<file path="config.mk">
export PLATFORM = sky130hd
export DESIGN_NAME = grid_locator_flat
export DESIGN_NICKNAME = d
export VERILOG_FILES = /design/src/rtl/grid_pkg.sv /design/src/rtl/grid_locator_if.sv /design/src/rtl/grid_cell_index.sv /design/src/rtl/grid_locator.sv /design/src/flat_wrapper.sv
export SDC_FILE = /design/constraint.sdc
export NUM_CORES = 1
export LEC_CHECK = 0
export BUFFER_PORTS_ARGS = -buffer_cell sky130_fd_sc_hd__buf_2
export CAP_MARGIN = 20
export CORE_AREA = 10 10 273 275
export CTS_CLUSTER_DIAMETER = 50
export DETAILED_ROUTE_END_ITERATION = 10
export DIE_AREA = 0 0 283 285
export MAX_ROUTING_LAYER = met4
export PLACE_DENSITY = 0.44
export SYNTH_ARGS = -nofsm -noshare
export SYNTH_HDL_FRONTEND = slang
export SYNTH_SLANG_ARGS = --single-unit
</file>
<file path="constraint.sdc">
create_clock -name iCLK -period 8.29 [get_ports iCLK]
set_input_delay 0 -clock iCLK [delete_from_list [all_inputs] [get_ports iCLK]]
set_output_delay 0 -clock iCLK [all_outputs]
set_load 0.05 [all_outputs]
</file>
<file path="src/rtl/grid_pkg.sv">
// Shared types and constants for the grid locator: the "no cell" code and the FSM states.
package grid_pkg;

  localparam int LOC_W_MAX = 16;
  localparam logic [LOC_W_MAX-1:0] LOC_NONE = '1;

  typedef enum logic [1:0] {
    ST_ACCUM  = 2'd0,
    ST_SCAN   = 2'd1,
    ST_DECIDE = 2'd2,
    ST_CLEAR  = 2'd3
  } state_t;

endpackage

</file>
<file path="src/rtl/grid_locator_if.sv">
// Pixel stream, runtime configuration and location report of the grid locator.
interface grid_locator_if #(
  parameter int DATA_W  = 12,
  parameter int COORD_W = 16,
  parameter int CNT_W   = 20,
  parameter int LOC_W   = 4
);
  logic [DATA_W-1:0]  iDATA;
  logic               iDVAL;
  logic [COORD_W-1:0] iX_Cont;
  logic [COORD_W-1:0] iY_Cont;
  logic [31:0]        iFrame;
  logic [DATA_W-1:0]  iThreshold;
  logic               iDark;
  logic [CNT_W-1:0]   iMinCount;
  logic [LOC_W-1:0]   oLoc;
  logic               oValid;
  logic               oInterrupt;
  logic               oBusy;
  logic               oDrop;

  modport master (
    output iDATA, iDVAL, iX_Cont, iY_Cont, iFrame, iThreshold, iDark, iMinCount,
    input  oLoc, oValid, oInterrupt, oBusy, oDrop
  );

  modport slave (
    input  iDATA, iDVAL, iX_Cont, iY_Cont, iFrame, iThreshold, iDark, iMinCount,
    output oLoc, oValid, oInterrupt, oBusy, oDrop
  );
endinterface

</file>
<file path="src/rtl/grid_cell_index.sv">
// Maps a pixel coordinate to its row-major grid cell using constant boundary compares.
module grid_cell_index #(
  parameter int COORD_W   = 16,
  parameter int FRAME_W   = 640,
  parameter int FRAME_H   = 480,
  parameter int GRID_COLS = 3,
  parameter int GRID_ROWS = 3,
  parameter int LOC_W     = 4
) (
  input  logic [COORD_W-1:0] x_coord,
  input  logic [COORD_W-1:0] y_coord,
  output logic [LOC_W-1:0]   cell_idx,
  output logic               in_range
);
  localparam int CELL_W = FRAME_W / GRID_COLS;
  localparam int CELL_H = FRAME_H / GRID_ROWS;
  localparam int X_LIM  = GRID_COLS * CELL_W;
  localparam int Y_LIM  = GRID_ROWS * CELL_H;

  logic [LOC_W-1:0] col_s;
  logic [LOC_W-1:0] row_s;

  // Column/row = number of cell boundaries at or left/above the coordinate
  always_comb begin
    col_s = '0;
    row_s = '0;
    for (int k = 1; k < GRID_COLS; k++) begin
      if (x_coord >= COORD_W'(k * CELL_W)) col_s = col_s + 1'b1;
      else                                  col_s = col_s;
    end
    for (int k = 1; k < GRID_ROWS; k++) begin
      if (y_coord >= COORD_W'(k * CELL_H)) row_s = row_s + 1'b1;
      else                                  row_s = row_s;
    end
    in_range = (x_coord < COORD_W'(X_LIM)) && (y_coord < COORD_W'(Y_LIM));
    cell_idx = LOC_W'(int'(row_s) * GRID_COLS + int'(col_s));
  end
endmodule

</file>
<file path="src/rtl/grid_locator.sv">
// Per-cell hit counting over a configurable grid; reports the strongest cell once it
// has won STABLE_FRAMES consecutive frames.
module grid_locator
  import grid_pkg::*;
#(
  parameter int DATA_W        = 12,
  parameter int COORD_W       = 16,
  parameter int FRAME_W       = 640,
  parameter int FRAME_H       = 480,
  parameter int GRID_COLS     = 3,
  parameter int GRID_ROWS     = 3,
  parameter int CNT_W         = 20,
  parameter int STABLE_FRAMES = 3,
  parameter int LOC_W         = 4
) (
  input  logic          iCLK,
  input  logic          iRST,
  grid_locator_if.slave bus
);
  localparam int N     = GRID_COLS * GRID_ROWS;
  localparam int STB_W = $clog2(STABLE_FRAMES + 1);
  localparam logic [LOC_W-1:0] NONE_C   = LOC_NONE[LOC_W-1:0];
  localparam logic [LOC_W-1:0] LAST_IDX = LOC_W'(N - 1);
  localparam logic [CNT_W-1:0] CNT_MAX  = '1;
  localparam logic [STB_W-1:0] STB_MAX  = STB_W'(STABLE_FRAMES);

  state_t           state_r;
  logic [CNT_W-1:0] acc_r [N];
  logic [31:0]      frame_r;
  logic [LOC_W-1:0] scan_idx_r, arg_r, prev_cand_r, loc_r;
  logic [CNT_W-1:0] max_r;
  logic [STB_W-1:0] stable_r;
  logic             valid_r, irq_r, busy_r, drop_r;

  logic [DATA_W-1:0] data_s;
  logic [LOC_W-1:0]  cell_s, cand_s;
  logic [STB_W-1:0]  stable_nxt_s;
  logic              in_range_s, hit_s, frame_edge_s;

  grid_cell_index #(
    .COORD_W(COORD_W), .FRAME_W(FRAME_W), .FRAME_H(FRAME_H),
    .GRID_COLS(GRID_COLS), .GRID_ROWS(GRID_ROWS), .LOC_W(LOC_W)
  ) u_cell_index (
    .x_coord (bus.iX_Cont),
    .y_coord (bus.iY_Cont),
    .cell_idx(cell_s),
    .in_range(in_range_s)
  );

  // Hit qualification, frame edge and the per-frame candidate decision
  always_comb begin
    data_s       = bus.iDATA;
    hit_s        = bus.iDVAL && in_range_s &&
                   (bus.iDark ? (data_s < bus.iThreshold) : (data_s >= bus.iThreshold));
    frame_edge_s = (bus.iFrame != frame_r);
    cand_s       = (max_r >= bus.iMinCount) ? arg_r : NONE_C;
    if (cand_s == prev_cand_r) begin
      stable_nxt_s = (stable_r >= STB_MAX) ? STB_MAX : stable_r + 1'b1;
    end else begin
      stable_nxt_s = STB_W'(1);
    end
  end

  // Saturating accumulators, cleared together in CLEAR
  always_ff @(posedge iCLK) begin
    if (iRST || state_r == ST_CLEAR) begin
      for (int i = 0; i < N; i++) acc_r[i] <= '0;
    end else if (state_r == ST_ACCUM && hit_s) begin
      if (acc_r[cell_s] != CNT_MAX) acc_r[cell_s] <= acc_r[cell_s] + 1'b1;
    end
  end

  // Control FSM with registered report outputs
  always_ff @(posedge iCLK) begin
    if (iRST) begin
      state_r     <= ST_ACCUM;
      frame_r     <= bus.iFrame;
      scan_idx_r  <= '0;
      arg_r       <= '0;
      max_r       <= '0;
      prev_cand_r <= NONE_C;
      stable_r    <= '0;
      loc_r       <= NONE_C;
      valid_r     <= 1'b0;
      irq_r       <= 1'b0;
      busy_r      <= 1'b0;
      drop_r      <= 1'b0;
    end else begin
      // Tracking iFrame while busy swallows edges seen then
      frame_r <= bus.iFrame;
      irq_r   <= 1'b0;
      if (bus.iDVAL && state_r != ST_ACCUM) drop_r <= 1'b1;
      case (state_r)
        ST_ACCUM: begin
          if (frame_edge_s) begin
            state_r    <= ST_SCAN;
            scan_idx_r <= '0;
            busy_r     <= 1'b1;
          end
        end
        ST_SCAN: begin
          // Strict compare keeps the lower index on ties
          if (scan_idx_r == '0 || acc_r[scan_idx_r] > max_r) begin
            max_r <= acc_r[scan_idx_r];
            arg_r <= scan_idx_r;
          end
          if (scan_idx_r == LAST_IDX) state_r <= ST_DECIDE;
          else                        scan_idx_r <= scan_idx_r + 1'b1;
        end
        ST_DECIDE: begin
          prev_cand_r <= cand_s;
          stable_r    <= stable_nxt_s;
          if (stable_nxt_s == STB_MAX) begin
            loc_r   <= cand_s;
            valid_r <= (cand_s != NONE_C);
            irq_r   <= (cand_s != NONE_C) && (cand_s != loc_r);
          end
          state_r <= ST_CLEAR;
        end
        ST_CLEAR: begin
          state_r <= ST_ACCUM;
          busy_r  <= 1'b0;
        end
        default: begin
          state_r <= ST_ACCUM;
          busy_r  <= 1'b0;
        end
      endcase
    end
  end

  assign bus.oLoc       = loc_r;
  assign bus.oValid     = valid_r;
  assign bus.oInterrupt = irq_r;
  assign bus.oBusy      = busy_r;
  assign bus.oDrop      = drop_r;
endmodule

</file>
<file path="src/flat_wrapper.sv">
// flat-port wrapper written by rule: the top's interface ports become plain ports
module grid_locator_flat import grid_pkg::*;
#(
  parameter int DATA_W        = 12,
  parameter int COORD_W       = 16,
  parameter int FRAME_W       = 640,
  parameter int FRAME_H       = 480,
  parameter int GRID_COLS     = 3,
  parameter int GRID_ROWS     = 3,
  parameter int CNT_W         = 20,
  parameter int STABLE_FRAMES = 3,
  parameter int LOC_W         = 4
)
  (iCLK, iRST, bus_iDATA, bus_iDVAL, bus_iX_Cont, bus_iY_Cont, bus_iFrame, bus_iThreshold, bus_iDark, bus_iMinCount, bus_oLoc, bus_oValid, bus_oInterrupt, bus_oBusy, bus_oDrop);
  grid_locator_if #(.DATA_W(DATA_W), .COORD_W(COORD_W), .CNT_W(CNT_W), .LOC_W(LOC_W)) bus_i ();
  input  logic iCLK;
  input  logic iRST;
  input wire logic [$bits(bus_i.iDATA)-1:0] bus_iDATA;
  input wire logic [$bits(bus_i.iDVAL)-1:0] bus_iDVAL;
  input wire logic [$bits(bus_i.iX_Cont)-1:0] bus_iX_Cont;
  input wire logic [$bits(bus_i.iY_Cont)-1:0] bus_iY_Cont;
  input wire logic [$bits(bus_i.iFrame)-1:0] bus_iFrame;
  input wire logic [$bits(bus_i.iThreshold)-1:0] bus_iThreshold;
  input wire logic [$bits(bus_i.iDark)-1:0] bus_iDark;
  input wire logic [$bits(bus_i.iMinCount)-1:0] bus_iMinCount;
  output wire logic [$bits(bus_i.oLoc)-1:0] bus_oLoc;
  output wire logic [$bits(bus_i.oValid)-1:0] bus_oValid;
  output wire logic [$bits(bus_i.oInterrupt)-1:0] bus_oInterrupt;
  output wire logic [$bits(bus_i.oBusy)-1:0] bus_oBusy;
  output wire logic [$bits(bus_i.oDrop)-1:0] bus_oDrop;
  assign bus_i.iDATA = bus_iDATA;
  assign bus_i.iDVAL = bus_iDVAL;
  assign bus_i.iX_Cont = bus_iX_Cont;
  assign bus_i.iY_Cont = bus_iY_Cont;
  assign bus_i.iFrame = bus_iFrame;
  assign bus_i.iThreshold = bus_iThreshold;
  assign bus_i.iDark = bus_iDark;
  assign bus_i.iMinCount = bus_iMinCount;
  assign bus_oLoc = bus_i.oLoc;
  assign bus_oValid = bus_i.oValid;
  assign bus_oInterrupt = bus_i.oInterrupt;
  assign bus_oBusy = bus_i.oBusy;
  assign bus_oDrop = bus_i.oDrop;
  grid_locator #(.DATA_W(DATA_W), .COORD_W(COORD_W), .FRAME_W(FRAME_W), .FRAME_H(FRAME_H), .GRID_COLS(GRID_COLS), .GRID_ROWS(GRID_ROWS), .CNT_W(CNT_W), .STABLE_FRAMES(STABLE_FRAMES), .LOC_W(LOC_W)) u_core (.iCLK(iCLK), .iRST(iRST), .bus(bus_i));
endmodule
</file>
==> impl_metrics.env, run 1 <==
export IMPL_status="complete, no violations"
export IMPL_seq_area_frac_synth_pct=54.5
export IMPL_die_height_microns=285
export IMPL_holdPathStages=2
export IMPL_cts_sinks=400
export IMPL_synth_net_count=1598
export IMPL_cp_start_kind="primary input"
export IMPL_layout_min_cycle_time_ns=5.81
export IMPL_dr_pass1_iters=4
export IMPL_critPathCaptureType="flop"
export IMPL_drc=0
export IMPL_ir_drop_v=0.000143
export IMPL_drt_iter0_markers=1098
export IMPL_worstReg2RegEnd="u_core.max_r[1]"
export IMPL_hpwlAfterDp_mm=40.2
export IMPL_clock_fmax_mhz=172
export IMPL_start_util_pct=29.7
export IMPL_antenna_cells=0
export IMPL_clockBufferDepth=3
export IMPL_placed_area_sq_um=22200
export IMPL_async_flop_share_pct=0
export IMPL_final_cell_area_sq_um=24500
export IMPL_power_density_nw_per_um2=246
export IMPL_worst_pin_slew_ns=1.11
export IMPL_critical_path_class="primary input to flop"
export IMPL_ys_ff_latch=400
export IMPL_antenna_found_initial=0
export IMPL_grt_use_total_pct=15.2
export IMPL_skew_ns=0.0219
export IMPL_cp_max_fo=21
export IMPL_hold_path_end="u_core.frame_r[7]"
export IMPL_areaGrowthSynthToFinish_pct=18.9
export IMPL_grt_setup_unrepaired="false"
export IMPL_p_leak_nw=8.87
export IMPL_h_tree_depth=2
export IMPL_numCtsBuffers=55
export IMPL_hold_buffers=35
export IMPL_max_cap_violations=0
export IMPL_reg2reg_depth=13
export IMPL_globalplace_congestion=0.803
export IMPL_final_max_slew_viol_count=0
export IMPL_hold_violations=0
export IMPL_nets=1771
export IMPL_synth_edf_count=320
export IMPL_cp_arrival_ns=6.17
export IMPL_ant_nets=0
export IMPL_reg2reg_slack_ns=2.71
export IMPL_layout_drive_gt1_share_pct=28.1
export IMPL_rows=97
export IMPL_io_pins=120
export IMPL_maxSlewHeadroom_pct=26.1
export IMPL_die_area_sq_um=80700
export IMPL_vias=12867
export IMPL_synth_area_sq_um=20600
export IMPL_ys_types=65
export IMPL_grt_max_degree=55
export IMPL_cts_repair_resized=0
export IMPL_hold_path_class="primary input to flop"
export IMPL_fin_crit_sh_pct=70.1
export IMPL_drt_wl_total_mm=60.1
export IMPL_grt_pass1_vias=13304
export IMPL_setup_viol=0
export IMPL_synthesis_instances=1420
export IMPL_setup_tns_ns=0
export IMPL_clk_latency_ns=0.63
export IMPL_avgSynthCellArea_sq_um=14.5
export IMPL_min_from="bus_iFrame[7]"
export IMPL_vias_per_cell=4.99
export IMPL_postCtsSetupRepairBufs=0
export IMPL_overflow=0
export IMPL_yosys_warnings=0
export IMPL_grt_pass1_wl_mm=89.1
export IMPL_path_clk_slew_ns=0.05
export IMPL_cp_required_ns=8.64
export IMPL_clockRootBuffer="clkbuf_16"
export IMPL_wl_per_cell_microns=23.3
export IMPL_core_sq_um=69300
export IMPL_port_buffers=114
export IMPL_ys_flop_type="edfxtp_1"
export IMPL_die_w_microns=283
export IMPL_cts_tree="done"
synth_stat cells (10+ instances only):
library cell	number	share of area [%]
nor2_1	237	4.3
edfxtp_1	320	47
nand3_1	15	0.36
ha_1	65	4.0
buf_6	17	0.93
buf_2	11	0.27
a22oi_1	26	0.95
a211oi_1	10	0.36
nand4_1	17	0.52
xor2_1	43	1.8
o21ai_0	22	0.53
nor3_1	13	0.32
mux2i_1	28	1.4
mux4_1	15	1.9
dfxtp_1	80	7.8
xnor2_1	12	0.51
mux4_2	173	19
clkbuf_1	36	0.66
inv_1	87	1.6
a21o_1	14	0.51
a21oi_1	18	0.44
nand2b_1	10	0.30
nor4_1	15	0.46
nand2_1	45	0.82
worst max path at each step:
stage,start,end,cells past startpoint
after floorplan,bus_iY_Cont[12],u_core.acc_r[12][0],23
after global placement,bus_iY_Cont[12],u_core.acc_r[14][1],16
after detailed placement,bus_iY_Cont[12],u_core.acc_r[14][1],16
after CTS,bus_iY_Cont[12],u_core.acc_r[15][6],16
after global routing,bus_iX_Cont[12],u_core.acc_r[14][18],17
final,bus_iY_Cont[12],u_core.acc_r[1][3],22
routing by layer:
layer,share of wire (%),track usage (%),vias to the layer above
met5,0,-,-
met4,2.0,3.42,0
met3,5.3,2.65,74
met2,49,25.1,321
met1,44,19.3,6649
li1,-,-,5823
power by group:
part           internal, mW  leakage, nW  switching, mW
clock                  1.49        0.904          0.932
combinational         0.528         4.16          0.625
sequential             2.32         3.80          0.112
registers in the layout, summed over array words and instances, names as in the netlist, 4 cells and up, named ones only:
register,count
u_core.acc_r,320
u_core.bus.oLoc,4
u_core.frame_r,32
u_core.arg_r,4
u_core.max_r,20
u_core.scan_idx_r,4
u_core.prev_cand_r,4
metrics by stage:
| step | cells | worst slack [ns] | power, mW | utilization, % | hold WS (ns) |
|---|---|---|---|---|---|
| floorplan | 1420 | 2.36 | 3.23 | - | 0.0277 |
| global placement | 2441 | 1.66 | 3.62 | 32.1 | 0.126 |
| detailed placement | 2441 | 1.71 | 3.63 | 32.1 | 0.128 |
| CTS | 2577 | 2.36 | 6.09 | 35.3 | 0.0102 |
| global route | 2577 | 2.07 | 6.29 | 35.3 | 0.0314 |
| finish | 2577 | 2.48 | 6.01 | 35.3 | 0.0397 |
cells in the final DEF, fill, tap and decap left out, types with 6 or more instances in the layout:
cell type | synthesis | routed
nor2_2 | 6 | 12
nand2_1 | 45 | 45
xor2_1 | 43 | 43
nor2_1 | 237 | 231
inv_1 | 87 | 87
xnor2_1 | 12 | 12
and3_1 | 6 | 6
or3_4 | 6 | 6
mux4_2 | 173 | 173
a21oi_1 | 18 | 18
mux2i_1 | 28 | 28
edfxtp_1 | 320 | 320
nor3_1 | 13 | 12
nor4_1 | 15 | 15
nand3_1 | 15 | 15
bufinv_16 | 0 | 8
o21ai_0 | 22 | 22
clkinv_2 | 0 | 8
nand4_1 | 17 | 17
a21o_1 | 14 | 14
ha_1 | 65 | 63
mux4_1 | 15 | 15
a22oi_1 | 26 | 25
dlygate4sd3_1 | 0 | 35
buf_2 | 11 | 114
clkbuf_1 | 36 | 8
buf_4 | 5 | 47
nand2b_1 | 10 | 10
clkinv_1 | 1 | 6
clkbuf_16 | 0 | 55
dfxtp_1 | 80 | 76
clkinvlp_4 | 0 | 6
a211oi_1 | 10 | 10
cells by family after synthesis:
kind of cell	count (synthesis)	share of synthesized area, %
buffers and inverters	169	4.18
muxes	217	22.3
DFF	400	54.5
and+or+nand+nor	395	8.69
adders and majority gates	66	4.05
xor gates and xnor gates	56	2.42
AOI/OAI and AO/OA	117	3.94
layout make-up:
type                    instances  area, sq um
flip-flops and latches        400        11200
clock buffers                  65         1430
inverters                      88          330
clock inverters                36          449
repair buffers                197         1290
well taps                     940         1180
fillers                      6646        44800
multi-input cells             851         8560
worst max-delay path: stages:
cell,delay [ns]
buf_2,0.09
nor4_1,0.32
and2_1,0.22
nand3b_1,0.10
inv_1,0.07
ha_1,0.14
inv_1,0.04
ha_1,0.32
ha_4,0.17
fa_1,0.66
buf_4,0.31
nor2b_1,0.31
buf_4,0.30
a22oi_1,0.15
nand2_1,0.18
ha_1,0.21
nand4_1,0.23
or4b_1,0.78
o31ai_4,0.40
or3_4,0.41
nand2_1,0.36
buf_4,0.34
Note: power is estimated with default switching activity, not from simulation.
==> inputs of run 2 (changes only) <==
--- a/config.mk
+++ b/config.mk
@@ -12,7 +12,7 @@
 export DETAILED_ROUTE_END_ITERATION = 10
 export DIE_AREA = 0 0 283 285
 export MAX_ROUTING_LAYER = met4
-export PLACE_DENSITY = 0.44
+export PLACE_DENSITY = 0.46
 export SYNTH_ARGS = -nofsm -noshare
 export SYNTH_HDL_FRONTEND = slang
 export SYNTH_SLANG_ARGS = --single-unit
==> constraint.sdc (replaced) <==
create_clock -name iCLK -period 5.27 [get_ports iCLK]
set_input_delay 0 -clock iCLK [delete_from_list [all_inputs] [get_ports iCLK]]
set_output_delay 0 -clock iCLK [all_outputs]
set_load 0.05 [all_outputs]
==> impl_metrics.env, run 2 (same netlist as run 1, synthesis figures left out) <==
export IMPL_status="complete, no violations"
export IMPL_layout_min_cycle_time_ns=4.45
export IMPL_globalplace_congestion=0.872
export IMPL_clockBufferDepth=3
export IMPL_largest_register_ffs=320
export IMPL_die_area_sq_um=80700
export IMPL_cp_slowest_cell="or4b_1"
export IMPL_h_tree_depth=2
export IMPL_num_fill_cells=6657
export IMPL_reg2reg_slack_ns=0.96
export IMPL_cp_required_ns=5.61
export IMPL_numCtsBuffers=53
export IMPL_drt_iter0_markers=941
export IMPL_path_clk_slew_ns=0.06
export IMPL_nets=1831
export IMPL_antenna_found_initial=1
export IMPL_cpMostUsedCell="buf_4"
export IMPL_endpoint="u_core.acc_r[7][9]"
export IMPL_die_w_microns=283
export IMPL_final_max_slew_viol_count=0
export IMPL_p_leak_nw=9.19
export IMPL_drt_wl_total_mm=61.6
export IMPL_grt_max_degree=44
export IMPL_core_sq_um=69300
export IMPL_areaGrowthSynthToFinish_pct=22.1
export IMPL_grt_pass1_vias=13892
export IMPL_io_pins=120
export IMPL_start_util_pct=29.7
export IMPL_crit_path_start="bus_iY_Cont[12]"
export IMPL_dr_pass1_iters=5
export IMPL_cts_tree="done"
export IMPL_grt_use_total_pct=15.5
export IMPL_max_cap_violations=0
export IMPL_maxSlewHeadroom_pct=32.2
export IMPL_die_height_microns=285
export IMPL_critical_path_max_stage_delay_ns=0.60
export IMPL_wl_per_cell_microns=23.4
export IMPL_skew_ns=0.0299
export IMPL_final_common_cell="edfxtp_1"
export IMPL_cts_repair_resized=0
export IMPL_ant_nets=0
export IMPL_hpwlAfterDp_mm=42.3
export IMPL_hold_path_class="primary input to flop"
export IMPL_overflow=0
export IMPL_regMostFlops="u_core.acc_r"
export IMPL_cp_start_kind="primary input"
export IMPL_grt_pass1_wl_mm=91.6
export IMPL_fin_cells=2636
export IMPL_power_density_nw_per_um2=366
export IMPL_rows=97
export IMPL_layout_drive_gt1_share_pct=30.9
export IMPL_port_buffers=114
export IMPL_grt_setup_unrepaired="false"
export IMPL_place_inst=2503
export IMPL_cp_arrival_ns=4.79
export IMPL_ir_drop_v=0.000233
export IMPL_crit_path_cell_trace="buf_2, nor4_1, and2_1, nand3b_1, inv_1, ha_1, inv_1, ha_1, ha_4, fa_1, buf_4, nor2b_1, buf_4, a22oi_1, nand2_1, ha_1, nand4_1, or4b_1, buf_4, o31ai_4, or3_4, buf_4, nor2_1"
export IMPL_hold_violations=0
export IMPL_drc=0
export IMPL_clk_latency_ns=0.61
export IMPL_worstReg2RegEnd="u_core.max_r[14]"
export IMPL_setup_viol=0
export IMPL_reg2reg_depth=14
export IMPL_vias=13263
export IMPL_setup_tns_ns=0
export IMPL_clockRootBuffer="clkbuf_16"
export IMPL_critPathCaptureType="flop"
export IMPL_clock_fmax_mhz=225
export IMPL_fin_crit_sh_pct=84.5
export IMPL_cts_sinks=400
export IMPL_vias_per_cell=5.03
export IMPL_layout_common_cells="edfxtp_1 (320), nor2_1 (231), mux4_2 (173)"
export IMPL_worst_pin_slew_ns=1.01
export IMPL_critical_path_class="primary input to flop"
export IMPL_top_regs="u_core.acc_r x320, u_core.frame_r x32, u_core.max_r x20"
export IMPL_cp_max_fo=12
==> run 2: cell types whose count changed in the layout (fill, tap and decap cells not counted), sizes merged <==
cell,change
buf,+62
clkbuf,-5
diode,+1
bufinv,-6
clkinvlp,-3
clkinv,+4
inv,+6
==> run 2: power breakdown <==
group          internal (mW)  switching [mW]  leakage [nW]
sequential              3.65           0.130          3.80
combinational          0.913            1.04          4.57
clock                   2.01            1.45         0.826
==> run 2: repair_timing <==
item	in CTS	in global routing
hold endpoints to repair	51	0
setup buffers	0	0
hold buffers	35	0
==> run 2: area by class of cell <==
cell class | count | area [sq um] | share of cell area (%)
clock inverter | 37 | 315 | 1.25
sequential | 400 | 11200 | 44.6
timing repair buffer | 259 | 2110 | 8.39
tap | 940 | 1180 | 4.68
multi-input combinational | 851 | 8600 | 34.2
antenna | 1 | 2.50 | 0.00996
clock buffer | 60 | 1380 | 5.51
inverter | 88 | 330 | 1.31
==> run 2: routing by layer <==
layer  vias to the layer above  GRT usage (%)  part of all wire, %
li1                       5944              -                    -
met1                      6846           19.5                   43
met2                       403           25.9                   49
met3                        70           2.68                  5.3
met4                         0           3.74                  2.0
met5                         -              -                    0
==> run 2: worst min-delay path by stage <==
| stage | startpoint | to | cells past startpoint |
|---|---|---|---|
| final | bus_iFrame[7] | u_core.frame_r[7] | 2 |
| after floorplan | bus_iFrame[0] | u_core.frame_r[0] | 0 |
| after detailed placement | bus_iFrame[9] | u_core.frame_r[9] | 1 |
| after CTS | bus_iFrame[7] | u_core.frame_r[7] | 2 |
| after global routing | bus_iFrame[4] | u_core.frame_r[4] | 2 |
| after global placement | bus_iFrame[7] | u_core.frame_r[7] | 1 |
==> run 2: through the flow <==
stage	utilization (%)	cell area [sq um]	power [mW]	hold slack, ns	setup slack, ns
floorplan	-	20600	5.09	0.0277	-0.0469
finish	36.3	25100	9.20	0.0649	0.816
CTS	36.3	25100	9.32	0.0273	0.822
global route	36.3	25100	9.63	0.0453	0.447
global placement	33.3	23100	5.78	0.126	0.228
detailed placement	33.3	23100	5.80	0.128	0.198
==> run 2: worst max-delay path: cells and delay by family <==
family	cells	cell delay (ns)
AO/OA/AOI/OAI	2	0.41
adder cells (fa/ha/maj)	5	1.38
buffers and inverters	7	1.06
AND/OR/NAND/NOR	9	1.92
==> inputs of run 3 (changes only) <==
--- a/config.mk
+++ b/config.mk
@@ -12,7 +12,7 @@
 export DETAILED_ROUTE_END_ITERATION = 10
 export DIE_AREA = 0 0 283 285
 export MAX_ROUTING_LAYER = met4
-export PLACE_DENSITY = 0.46
+export PLACE_DENSITY = 0.44
 export SYNTH_ARGS = -nofsm -noshare
 export SYNTH_HDL_FRONTEND = slang
 export SYNTH_SLANG_ARGS = --single-unit
==> constraint.sdc (replaced) <==
create_clock -name iCLK -period 4.2 [get_ports iCLK]
set_input_delay 0 -clock iCLK [delete_from_list [all_inputs] [get_ports iCLK]]
set_output_delay 0 -clock iCLK [all_outputs]
set_load 0.05 [all_outputs]
==> impl_metrics.env, run 3 (same netlist as run 1, synthesis figures left out) <==
export IMPL_io_pins=120
export IMPL_cts_sinks=400
export IMPL_dp_slack_ns=-0.926
export IMPL_clockBufferDepth=3
export IMPL_cp_max_fo=14
export IMPL_nets=1954
export IMPL_whs_ns=0.0434
export IMPL_port_buffers=114
export IMPL_skew_ns=0.0210
export IMPL_setup_tns_ns=0
export IMPL_critPathCaptureType="flop"
export IMPL_grt_pass1_wl_mm=95.1
export IMPL_drc=0
export IMPL_areaGrowthSynthToFinish_pct=30.9
export IMPL_place_inst=2598
export IMPL_max_cap_violations=0
export IMPL_worst_pin_slew_ns=0.875
export IMPL_dr_pass1_iters=5
export IMPL_grt_max_degree=43
export IMPL_status="complete, no violations"
export IMPL_seq_power_share_pct=38.8
export IMPL_start_util_pct=29.7
export IMPL_h_tree_depth=2
export IMPL_fin_cells=2762
export IMPL_layout_min_cycle_time_ns=4.10
export IMPL_ir_drop_v=0.000287
export IMPL_die_area_sq_um=80700
export IMPL_numCtsBuffers=57
export IMPL_p_int_mw=8.83
export IMPL_final_common_cell="edfxtp_1"
export IMPL_vias_per_cell=4.97
export IMPL_antenna_found_initial=0
export IMPL_largest_register_ffs=320
export IMPL_hold_path_class="primary input to flop"
export IMPL_rows=97
export IMPL_ant_nets=0
export IMPL_layout_drive_gt1_share_pct=38.1
export IMPL_fin_crit_sh_pct=97.7
export IMPL_hpwlAfterDp_mm=47.2
export IMPL_layout_common_cells="edfxtp_1 (320), nor2_1 (228), mux4_2 (173)"
export IMPL_core_sq_um=69300
export IMPL_path_clk_slew_ns=0.06
export IMPL_p_comb_share_pct=22.8
export IMPL_cp_arrival_ns=4.47
export IMPL_regMostFlops="u_core.acc_r"
export IMPL_maxSlewHeadroom_pct=41.6
export IMPL_overflow=0
export IMPL_top_regs="u_core.acc_r x320, u_core.frame_r x32, u_core.max_r x20"
export IMPL_drt_wl_total_mm=65.5
export IMPL_die_height_microns=285
export IMPL_clockRootBuffer="clkbuf_16"
export IMPL_vias=13731
export IMPL_grt_pass1_vias=14450
export IMPL_setup_ws_ns=0.0962
export IMPL_clk_latency_ns=0.62
export IMPL_cts_tree="done"
export IMPL_critical_path_class="primary input to flop"
export IMPL_power_density_nw_per_um2=456
export IMPL_die_w_microns=283
export IMPL_p_clk_share_pct=38.4
export IMPL_drt_iter0_markers=1116
export IMPL_antenna_cells=0
export IMPL_clock_fmax_mhz=244
export IMPL_hold_violations=0
export IMPL_p_sw_share_pct=28.1
export IMPL_globalplace_congestion=0.829
export IMPL_cp_required_ns=4.57
export IMPL_placed_area_sq_um=24200
export IMPL_wl_per_cell_microns=23.7
export IMPL_grt_setup_unrepaired="true"
export IMPL_final_max_slew_viol_count=0
export IMPL_cp_start_kind="primary input"
export IMPL_p_leak_nw=10.0
export IMPL_final_cell_area_sq_um=27000
export IMPL_p_switching_mw=3.46
export IMPL_setup_viol=0
export IMPL_grt_use_total_pct=16.3
==> run 3: cell type report <==
| class | instances | area (sq um) |
|---|---|---|
| fill | 6512 | 42300 |
| sequential | 400 | 11200 |
| multi-input combinational | 853 | 9000 |
| timing repair buffer | 376 | 3360 |
| clock buffer | 65 | 1460 |
| tap | 940 | 1180 |
| clock inverter | 40 | 408 |
| inverter | 88 | 330 |
==> run 3: per-stage QoR <==
stage / utilization (%) / power, mW
floorplan: - / 6.41
global placement: 35.0 / 7.50
detailed placement: 35.0 / 7.53
CTS: 38.2 / 12.3
global route: 38.9 / 12.8
finish: 38.9 / 12.3
==> run 3: path summary, 6_finish.rpt <==
| check | start | to | slack, ns | cells after the start |
|---|---|---|---|---|
| max | bus_iX_Cont[12] | u_core.acc_r[13][2] | 0.1 | 21 |
| min | bus_iFrame[20] | u_core.frame_r[20] | 0.04 | 2 |
| min reg2reg | u_core.stable_r[0] | u_core.stable_r[0] | 0.48 | 1 |
| max reg2reg | flop | u_core.max_r[4] | 0.18 | 14 |
==> run 3: metal layers <==
metal | global-route usage (%) | vias to the layer above | share of wire (%)
met5 | - | - | 0
met4 | 5.32 | 0 | 2.7
met3 | 3.24 | 90 | 6.1
met2 | 26.5 | 417 | 49
met1 | 20.0 | 7016 | 42
li1 | - | 6208 | -
==> run 3: repair_timing <==
item	CTS	global route
buffers inserted	1	18
hold buffers	35	0
pin swaps	1	19
resized for setup	4	50
cloned	0	5
hold endpoints to repair	65	0
endpoints found under the setup margin	521	545
==> run 3: power groups by stage <==
stage	combinational [mW]	sequential, mW	clock, mW
3_3_place_gp	2.66	4.84	0
3_5_place_dp	2.69	4.85	0
5_1_grt	3.05	4.80	4.99
4_1_cts	2.72	4.77	4.84
6_report	2.80	4.77	4.72
2_1_floorplan	1.64	4.78	0
==> run 3: worst max-delay path, stage by stage <==
cell and delay, ns:
buf_2 0.11, nor4_4 0.27, nand2_2 0.10, nor3_2 0.12, o21ai_1 0.09, ha_1 0.34
ha_4 0.18, ha_4 0.15, fa_1 0.49, buf_6 0.14, nor2b_4 0.15, buf_6 0.14
a22oi_2 0.07, nand2_2 0.12, ha_4 0.15, nand4_1 0.22, or4b_4 0.60, o311ai_4 0.53
buf_4 0.21, nor2_2 0.07, buf_12 0.20
